**src/rtl/hex_display_pkg.sv**
```systemverilog
// Shared types and helpers for the binary-to-BCD / seven-segment display path.
// Latency: n/a (declarations only).
// Backpressure: n/a.
package hex_display_pkg;

   typedef enum logic [1:0] {IDLE, SHIFT, DONE} state_t;

   localparam int BCD_W      = 4;
   localparam int MAX_DIGITS = 16;
   localparam int MASK_IN_W  = BCD_W * MAX_DIGITS;

   // True when DIGITS decimal digits can hold every IN_W-bit unsigned value.
   function automatic bit digits_fit(input int in_w, input int n_digits);
      logic [127:0] dec_range;
      logic [127:0] bin_max;
      dec_range = 128'd1;
      for (int i = 0; i < n_digits; i++) dec_range = dec_range * 128'd10;
      bin_max = (128'd1 << in_w) - 128'd1;
      return dec_range > bin_max;
   endfunction

   // Leading-zero flag for digit idx: set when idx and every more-significant
   // digit are zero. The ones digit is never blanked so a zero still shows.
   function automatic logic blank_digit(input logic [MASK_IN_W-1:0] bcd, input int idx);
      logic z;
      z = (idx != 0);
      for (int i = 0; i < MAX_DIGITS; i++) begin
         if (i >= idx && bcd[i*BCD_W +: BCD_W] != '0) z = 1'b0;
      end
      return z;
   endfunction

endpackage

```
**src/rtl/bcd_add3.sv**
```systemverilog
// Double-dabble nibble correction: adds 3 to a BCD digit that is 5 or more.
// Latency: combinational.
// Backpressure: none.
module bcd_add3
   import hex_display_pkg::*;
(
   input  logic [BCD_W-1:0] nib,
   output logic [BCD_W-1:0] adj
);

   // Corrected digit; valid inputs are 0-9 so the result never wraps.
   always_comb begin
      adj = nib;
      if (nib >= 4'd5) adj = nib + 4'd3;
   end

endmodule

```
**src/rtl/bin_to_bcd_seq.sv**
```systemverilog
// Sequential binary-to-BCD converter (shift-and-add-3, one bit per clock) with leading-zero blank mask.
// Latency: done and digits/blank appear IN_W edges after the accepting edge; one conversion per IN_W+1 cycles.
// Backpressure: start is dropped while converting; a start held through the done cycle chains the next conversion.
module bin_to_bcd_seq
   import hex_display_pkg::*;
#(
   parameter int IN_W   = 16,
   parameter int DIGITS = 5
) (
   input  logic                    clk,
   input  logic                    reset,
   input  logic                    start,
   input  logic [IN_W-1:0]         bin_in,
   output logic                    busy,
   output logic                    done,
   output logic [BCD_W*DIGITS-1:0] digits,
   output logic [DIGITS-1:0]       blank
);

   localparam int BCD_TOT = BCD_W * DIGITS;
   localparam int CNT_W   = $clog2(IN_W + 1);
   localparam logic [DIGITS-1:0] BLANK_RST = ~DIGITS'(1);

   if (!digits_fit(IN_W, DIGITS)) begin : g_bad_digits
      $error("bin_to_bcd_seq: DIGITS too small for IN_W");
   end
   if (DIGITS > MAX_DIGITS || IN_W < 2) begin : g_bad_size
      $error("bin_to_bcd_seq: unsupported IN_W/DIGITS");
   end

   state_t               state, state_nxt;
   logic [IN_W-1:0]      sh_bin;
   logic [BCD_TOT-1:0]   bcd;
   logic [BCD_TOT-1:0]   bcd_adj;
   logic [BCD_TOT-1:0]   bcd_shift;
   logic [CNT_W-1:0]     cnt;
   logic [MASK_IN_W-1:0] bcd_ext;
   logic [DIGITS-1:0]    blank_nxt;
   logic                 load;
   logic                 last;

   for (genvar g = 0; g < DIGITS; g++) begin : g_add3
      bcd_add3 u_add3 (
         .nib (bcd[g*BCD_W +: BCD_W]),
         .adj (bcd_adj[g*BCD_W +: BCD_W])
      );
   end

   // Accept a start in IDLE, or in DONE so a held start runs back-to-back.
   always_comb begin
      load      = start && (state == IDLE || state == DONE);
      last      = (state == SHIFT) && (cnt == CNT_W'(1));
      bcd_shift = BCD_TOT'({bcd_adj, sh_bin[IN_W-1]});
      bcd_ext   = MASK_IN_W'(bcd_shift);
      blank_nxt = '0;
      for (int i = 0; i < DIGITS; i++) blank_nxt[i] = blank_digit(bcd_ext, i);
   end

   // Next-state logic.
   always_comb begin
      state_nxt = state;
      case (state)
         IDLE:    if (start) state_nxt = SHIFT;
         SHIFT:   if (last) state_nxt = DONE;
         DONE:    state_nxt = start ? SHIFT : IDLE;
         default: state_nxt = IDLE;
      endcase
   end

   // State register.
   always_ff @(posedge clk or posedge reset) begin
      if (reset) state <= IDLE;
      else       state <= state_nxt;
   end

   // Conversion datapath: load operands, then correct-and-shift once per cycle.
   always_ff @(posedge clk or posedge reset) begin
      if (reset) begin
         sh_bin <= '0;
         bcd    <= '0;
         cnt    <= '0;
      end else if (load) begin
         sh_bin <= bin_in;
         bcd    <= '0;
         cnt    <= CNT_W'(IN_W);
      end else if (state == SHIFT) begin
         sh_bin <= sh_bin << 1;
         bcd    <= bcd_shift;
         cnt    <= cnt - CNT_W'(1);
      end
   end

   // Registered outputs; results are captured on the final shift so they are valid with done.
   always_ff @(posedge clk or posedge reset) begin
      if (reset) begin
         busy   <= 1'b0;
         done   <= 1'b0;
         digits <= '0;
         blank  <= BLANK_RST;
      end else begin
         busy <= (state_nxt != IDLE);
         done <= last;
         if (last) begin
            digits <= bcd_shift;
            blank  <= blank_nxt;
         end
      end
   end

endmodule

```
**config.mk**
```make
export PLATFORM = sky130hd
export DESIGN_NAME = bin_to_bcd_seq
export DESIGN_NICKNAME = d
export VERILOG_FILES = /design/src/rtl/hex_display_pkg.sv /design/src/rtl/bcd_add3.sv /design/src/rtl/bin_to_bcd_seq.sv
export SDC_FILE = /design/constraint.sdc
export NUM_CORES = 1
export LEC_CHECK = 0
export CORE_MARGIN = 4
export CORE_UTILIZATION = 34
export CTS_BUF_LIST = sky130_fd_sc_hd__clkbuf_2
export DETAILED_ROUTE_END_ITERATION = 7
export PLACE_DENSITY = 0.62
export SKIP_CTS_REPAIR_TIMING = 1
export SYNTH_ARGS = -nofsm -noshare
export SYNTH_HDL_FRONTEND = slang
export SYNTH_HIERARCHICAL = 1
export SYNTH_SLANG_ARGS = --single-unit
```
**constraint.sdc**
```tcl
create_clock -name clk -period 2.27 [get_ports clk]
set_input_delay 0.681 -clock clk [delete_from_list [all_inputs] [get_ports clk]]
set_output_delay 0.681 -clock clk [all_outputs]
set_load 0.01 [all_outputs]
```
==> metrics.txt, run 1 <==
Critical Path Source Type flip-flop; CTS Root Cell clkbuf_2; RSZ-0062 raised after global routing false; crit path time final 2.13 ns; DRT Pass-1 Iters 4; fin area 4010 um^2; design internal power 0.00348 W; Register-to-Register Path Depth 8; Pwr Total 0.00569 W; H-tree levels 3; Area Growth Syn to Fin 22.0%; Post-layout nets 367; worst reg2reg startpoint bcd[16]; status finished clean; # Max-Cap Violations 0; CP Capture Type output port; Total Die Area 11300 um^2; Initial Utilization 35.3%; Buffers on Ports 44; WL final 6.52 mm; first-pass GRT wire length 11.2 mm; leakage 1.96 nW; core area 9330 um^2; Ys Warns 6; grt ovf 0; Worst-Skew Late Latency 0.51 ns; crit path cell chain clkdlybuf4s50_1; Comb power frac 49.0%; max frequency 468 MHz; Reg2Reg Setup Slack 0.29 ns; reg2reg end blank[3]; TritonCTS clock tree done; power per cell area 1420 nW/um^2; post-synth net total 318; Crit path buffers/inverters 1; Core Rows 35; Required @ worst endpoint 1.59 ns; Avg Cell Area, Syn 11.5 um^2; largest stage delay on the critical path 0.54 ns; Crit Path Category reg -> out; Sw Share 38.8%; CP Max Fanout 2; Reg power frac 38.8%; routed vias 2287; Die H 106 um; placed cell areas 3900 um^2; final HPWL from detailed placement 4.46 mm; n_diodes 0; Final ANT Viol Nets 0; vias per cell 4.87; Hold Vio Cnt, Final 0; Syn Inst Count 287; setup violators final 0; Hold Path Class in -> async; max-slew violation count 0; Worst Hold Slack 0.457 ns; clk sinks 69; Peak VDD IR 547 uV; clock power share 12.2%; vias in the first global route 2362; Initial DRC Count 117; Clock Skew 0.0334 ns; Clock Path Buffers 2; CTS clk-pin slew, worst paths 0.21 ns; CP max stage cell clkdlybuf4s50_1; initial antenna violation count 0; post-route DRC violation count 0; CP top delay family buffers and inverters; io pins 46; Tot GR Track Use 12.2%; global placer's final weighted congestion 0.780; Util after Layout 43.0%; fin crit share 94.0%; layout cell share with drive strength beyond 1 17.3%; Net Sw Power 0.00221 W; Wirelength per Cell 13.9 um; total CTS buffers 9; synthesized area 3290 um^2; Die Wd 106 um; Arr. time, crit path 1.45 ns; largest net degree at the start of global routing 51
[power groups by stage]
stage	logic [W]	registers, W	clock network (W)
global route	0.00309	0.00230	0.000779
floorplan	0.00189	0.00223	0
CTS	0.00283	0.00222	0.000726
global placement	0.00274	0.00223	0
finish	0.00279	0.00221	0.000694
detailed placement	0.00283	0.00224	0
[layout make-up]
class	count	area [um^2]
clock buffers	11	55.1
clock inverters	5	52.6
fillers	919	5310
inverters	17	67.6
multi-input cells	186	1420
flip-flops and latches	69	1730
well taps	129	161
repair buffers	53	531
[metrics by stage]
stage	instances	TNS (ns)	worst slack (ns)
final	470	0	0.135
after global routing	470	0	0.0470
after CTS	470	-0.231	-0.0777
after detailed placement	454	0	0.315
after global placement	454	0	0.352
after floorplan	287	0	0.519
[layout by cell type, fill, tap and decap left out, types with 2 or more instances in the layout]
cell / n
nand2b_1: 11
mux2_4: 15
clkinvlp_4: 2
clkbuf_2: 11
mux2_2: 6
nand2_1: 35
a22oi_1: 15
clkdlybuf4s50_1: 40
buf_4: 8
inv_1: 16
ha_1: 12
xnor2_1: 5
nor4_1: 5
mux2i_1: 7
a22o_1: 21
o21ai_1: 4
nor2_1: 7
dfrtp_1: 65
clkinv_2: 3
dlymetal6s2s_1: 4
nand3_1: 19
o21ai_0: 6
dfstp_2: 4
a21oi_2: 5
[registers in the layout, summed over array words and instances, names as in the netlist]
register,count
bcd,20
done,1
cnt,5
blank,4
sh_bin,16
busy,1
state,2
digits,20
[worst max-delay path by stage]
| stage | startpoint | slack, ns | endpoint | depth (start not counted) |
|---|---|---|---|---|
| finish | digits[17] | 0.14 | digits[17] | 1 |
| global route | digits[17] | 0.05 | digits[17] | 1 |
| CTS | blank[3] | -0.08 | blank[3] | 1 |
| detailed placement | bcd[16] | 0.32 | blank[3] | 8 |
| global placement | bcd[16] | 0.35 | blank[3] | 8 |
| floorplan | bcd[16] | 0.52 | blank[3] | 7 |
[per-layer routing]
metal	vias to the layer above	GRT usage, %	share of wire, %
li1	1107	-	-
met1	1124	15.7	46
met2	44	19.6	47
met3	12	2.85	4.6
met4	0	5.55	2.0
met5	-	0	0
No activity file was read; power rests on OpenSTA's default activity.
==> run 2, diff against run 1 <==
- SYNTH_HIERARCHICAL: 1 -> unset
==> metrics.txt, run 2 <==
Yosys top cell by area dfrtp_1; Syn Inst Count 329 (+15%); synth top area cells dfrtp_1 (51%), nand2_1 (11%), ha_1 (4.7%), o21ai_0 (3.9%), a22oi_1 (3.5%); #FFs+latches synth 69; commonest non-fill, non-tap cell in the layout nand2_1; Worst-Skew Late Latency 0.51 ns (about the same); max-slew violation count 0 (unchanged); count leader, synth nand2_1; design internal power 0.00321 W (-7.7%); io pins 46 (unchanged); Clock Path Buffers 2 (unchanged); Initial Utilization 34.8% (-0.45 points); Fin Setup TNS 0 ns (unchanged); n_diodes 0 (unchanged); Critical Path Source Type flip-flop; sequential cell area fraction in the yosys report 53.8%; largest stage delay on the critical path 0.55 ns (about the same); Slew Limit Headroom 65.2%; H-tree levels 3 (unchanged); max frequency 466 MHz (-0.43%); post-route DRC violation count 0 (unchanged); placed cell areas 3890 um^2 (-0.13%); post-synth net total 360 (+13%); fin crit share 94.4% (+0.41 points); CP max stage cell clkdlybuf4s50_1; leakage 1.91 nW (-2.4%); Initial DRC Count 100 (-15%); Hold Vio Cnt, Final 0 (unchanged); Post-synth EDFFs 0; Async S/R FF share, synth 100%; Reg power frac 39.7% (+0.9 points); layout cell share with drive strength beyond 1 9.79% (-7.5 points); Peak VDD IR 416 uV (-24%); Top Registers bcd: 20 flops, digits: 20 flops, sh_bin: 16 flops; Avg Cell Area, Syn 9.78 um^2 (-15%); GR Util met1 18.2% (+2.5 points); Buffers on Ports 44 (unchanged); Net Sw Power 0.00226 W (+2.5%); Register-to-Register Path Depth 7 (-1); vias in the first global route 2454 (+3.9%); Critical Path Stages 1 (unchanged); Die H 105 um (-1.0%); Most Crowded Layer GR met2; largest net degree at the start of global routing 25 (-51%); Post-synth top cells nand2_1 (96), dfrtp_1 (65), o21ai_0 (25); Hold Path Class reg -> reg; vias per cell 4.79 (-1.6%); crit path time final 2.14 ns (+0.00928 ns); Synth top area share 50.6%; setup violators final 0 (unchanged); Hold Path Depth 2; DRT Pass-1 Iters 4 (unchanged); synthesized area 3220 um^2 (-2.2%); initial antenna violation count 0 (unchanged); core area 9240 um^2 (-0.94%); Comb power frac 50.0% (+1.0 points); Core Rows 35 (unchanged); routed vias 2475 (+8.2%); power per cell area 1380 nW/um^2 (-2.9%); Total Die Area 11100 um^2 (-2.0%); CP Max Fanout 2 (unchanged); Required @ worst endpoint 1.59 ns (about the same); met2 Usage GRT 19.5% (-0.057 points); fin area 3980 um^2 (-0.87%); Tot GR Track Use 13.4% (+1.1 points); Clock Skew 0.0360 ns (+0.00256 ns); status finished clean; clock power share 10.3% (-1.9 points); clk sinks 69 (unchanged); CP Capture Type output port; Crit path buffers/inverters 1 (unchanged); Sw Share 41.3% (+2.5 points); RSZ-0062 raised after global routing false; global placer's final weighted congestion 0.795 (+2.0%); total CTS buffers 9 (unchanged); Die Wd 105 um (-1.0%); GR Util met3 3.49% (+0.64 points); Post-layout nets 414 (+13%); Wirelength per Cell 13.7 um (-1.4%); first-pass GRT wire length 11.9 mm (+6.6%); most frequent cells in the layout nand2_1 (96), dfrtp_1 (65), clkdlybuf4s50_1 (40); Area Growth Syn to Fin 23.7%; final HPWL from detailed placement 5.03 mm (+13%); CTS Root Cell clkbuf_2; Distinct cells, synth 34; # Max-Cap Violations 0 (unchanged); Crit Path Category reg -> out; TritonCTS clock tree done; Ys Warns 0 (-6); Final ANT Viol Nets 0 (unchanged); WL final 7.07 mm (+8.4%); CP top delay family buffers and inverters; grt ovf 0 (unchanged); CTS clk-pin slew, worst paths 0.18 ns (-0.03 ns); Most used DFF post-synth dfrtp_1; Arr. time, crit path 1.46 ns (about the same); actual slew at the worst max-slew pin 0.521 ns; crit path cell chain clkdlybuf4s50_1
## run 2: worst paths after layout
check                              to  startpoint  slack, ns
setup / recovery           digits[10]  digits[10]       0.13
hold / removal               blank[3]    blank[3]       0.47
setup reg to reg             blank[1]     bcd[16]       0.18
hold reg to reg              blank[3]    blank[3]       0.47
max in group asynchronous    blank[3]       reset       1.15
min in group asynchronous      bcd[4]       reset       0.53
## run 2: stage by stage
stage	hold WS [ns]	instances	utilization [%]	setup WS [ns]	total power, W
floorplan	0.446	329	-	0.520	0.00394
global placement	0.454	501	42.1	0.161	0.00488
detailed placement	0.459	501	42.1	0.132	0.00496
CTS	0.480	517	43.0	-0.0654	0.00555
global route	0.501	517	43.1	0.0344	0.00597
finish	0.475	517	43.1	0.126	0.00548
## run 2: cells by family (layout without fill, tap and decap cells)
kind of cell             after synthesis  in the layout  synth area share, %
flip-flops                            69             69                 53.8
other                                  1              1                0.117
AO/OA/AOI/OAI                         76             76                 15.4
adder cells (fa/ha/maj)               12             12                 4.67
multiplexers                          10             10                 3.15
XOR/XNOR                               6              6                 1.63
buffers and inverters                 31             90                 3.85
AND/OR/NAND/NOR                      124            124                 17.3
## run 2: power by group through the flow
stage                     clock network (W)  logic [W]  registers (W)
after CTS                          0.000596    0.00277        0.00218
after global routing               0.000646    0.00307        0.00226
after floorplan                           0    0.00172        0.00222
after global placement                    0    0.00268        0.00220
final                              0.000564    0.00274        0.00218
after detailed placement                  0    0.00276        0.00220
## run 2: area by class of cell
class,instances,area (um^2)
Fill cell,913,5260
Sequential cell,69,1730
Multi-Input combinational cell,229,1360
Timing Repair Buffer,58,581
Inverter,16,63.8
Tap cell,129,161
Clock buffer,12,60.1
Clock inverter,4,17.5
## run 2: tightest hold or removal path, stage by stage (launching register included)
cell and delay, ns:
dfstp_2 0.41, nand2_1 0.05, nand2_1 0.05
## run 2: per-layer routing
layer	share of wire (%)	vias to the layer above
met2	44	66
met1	48	1163
li1	-	1231
met4	2.3	0
met3	5.7	15
met5	0	-
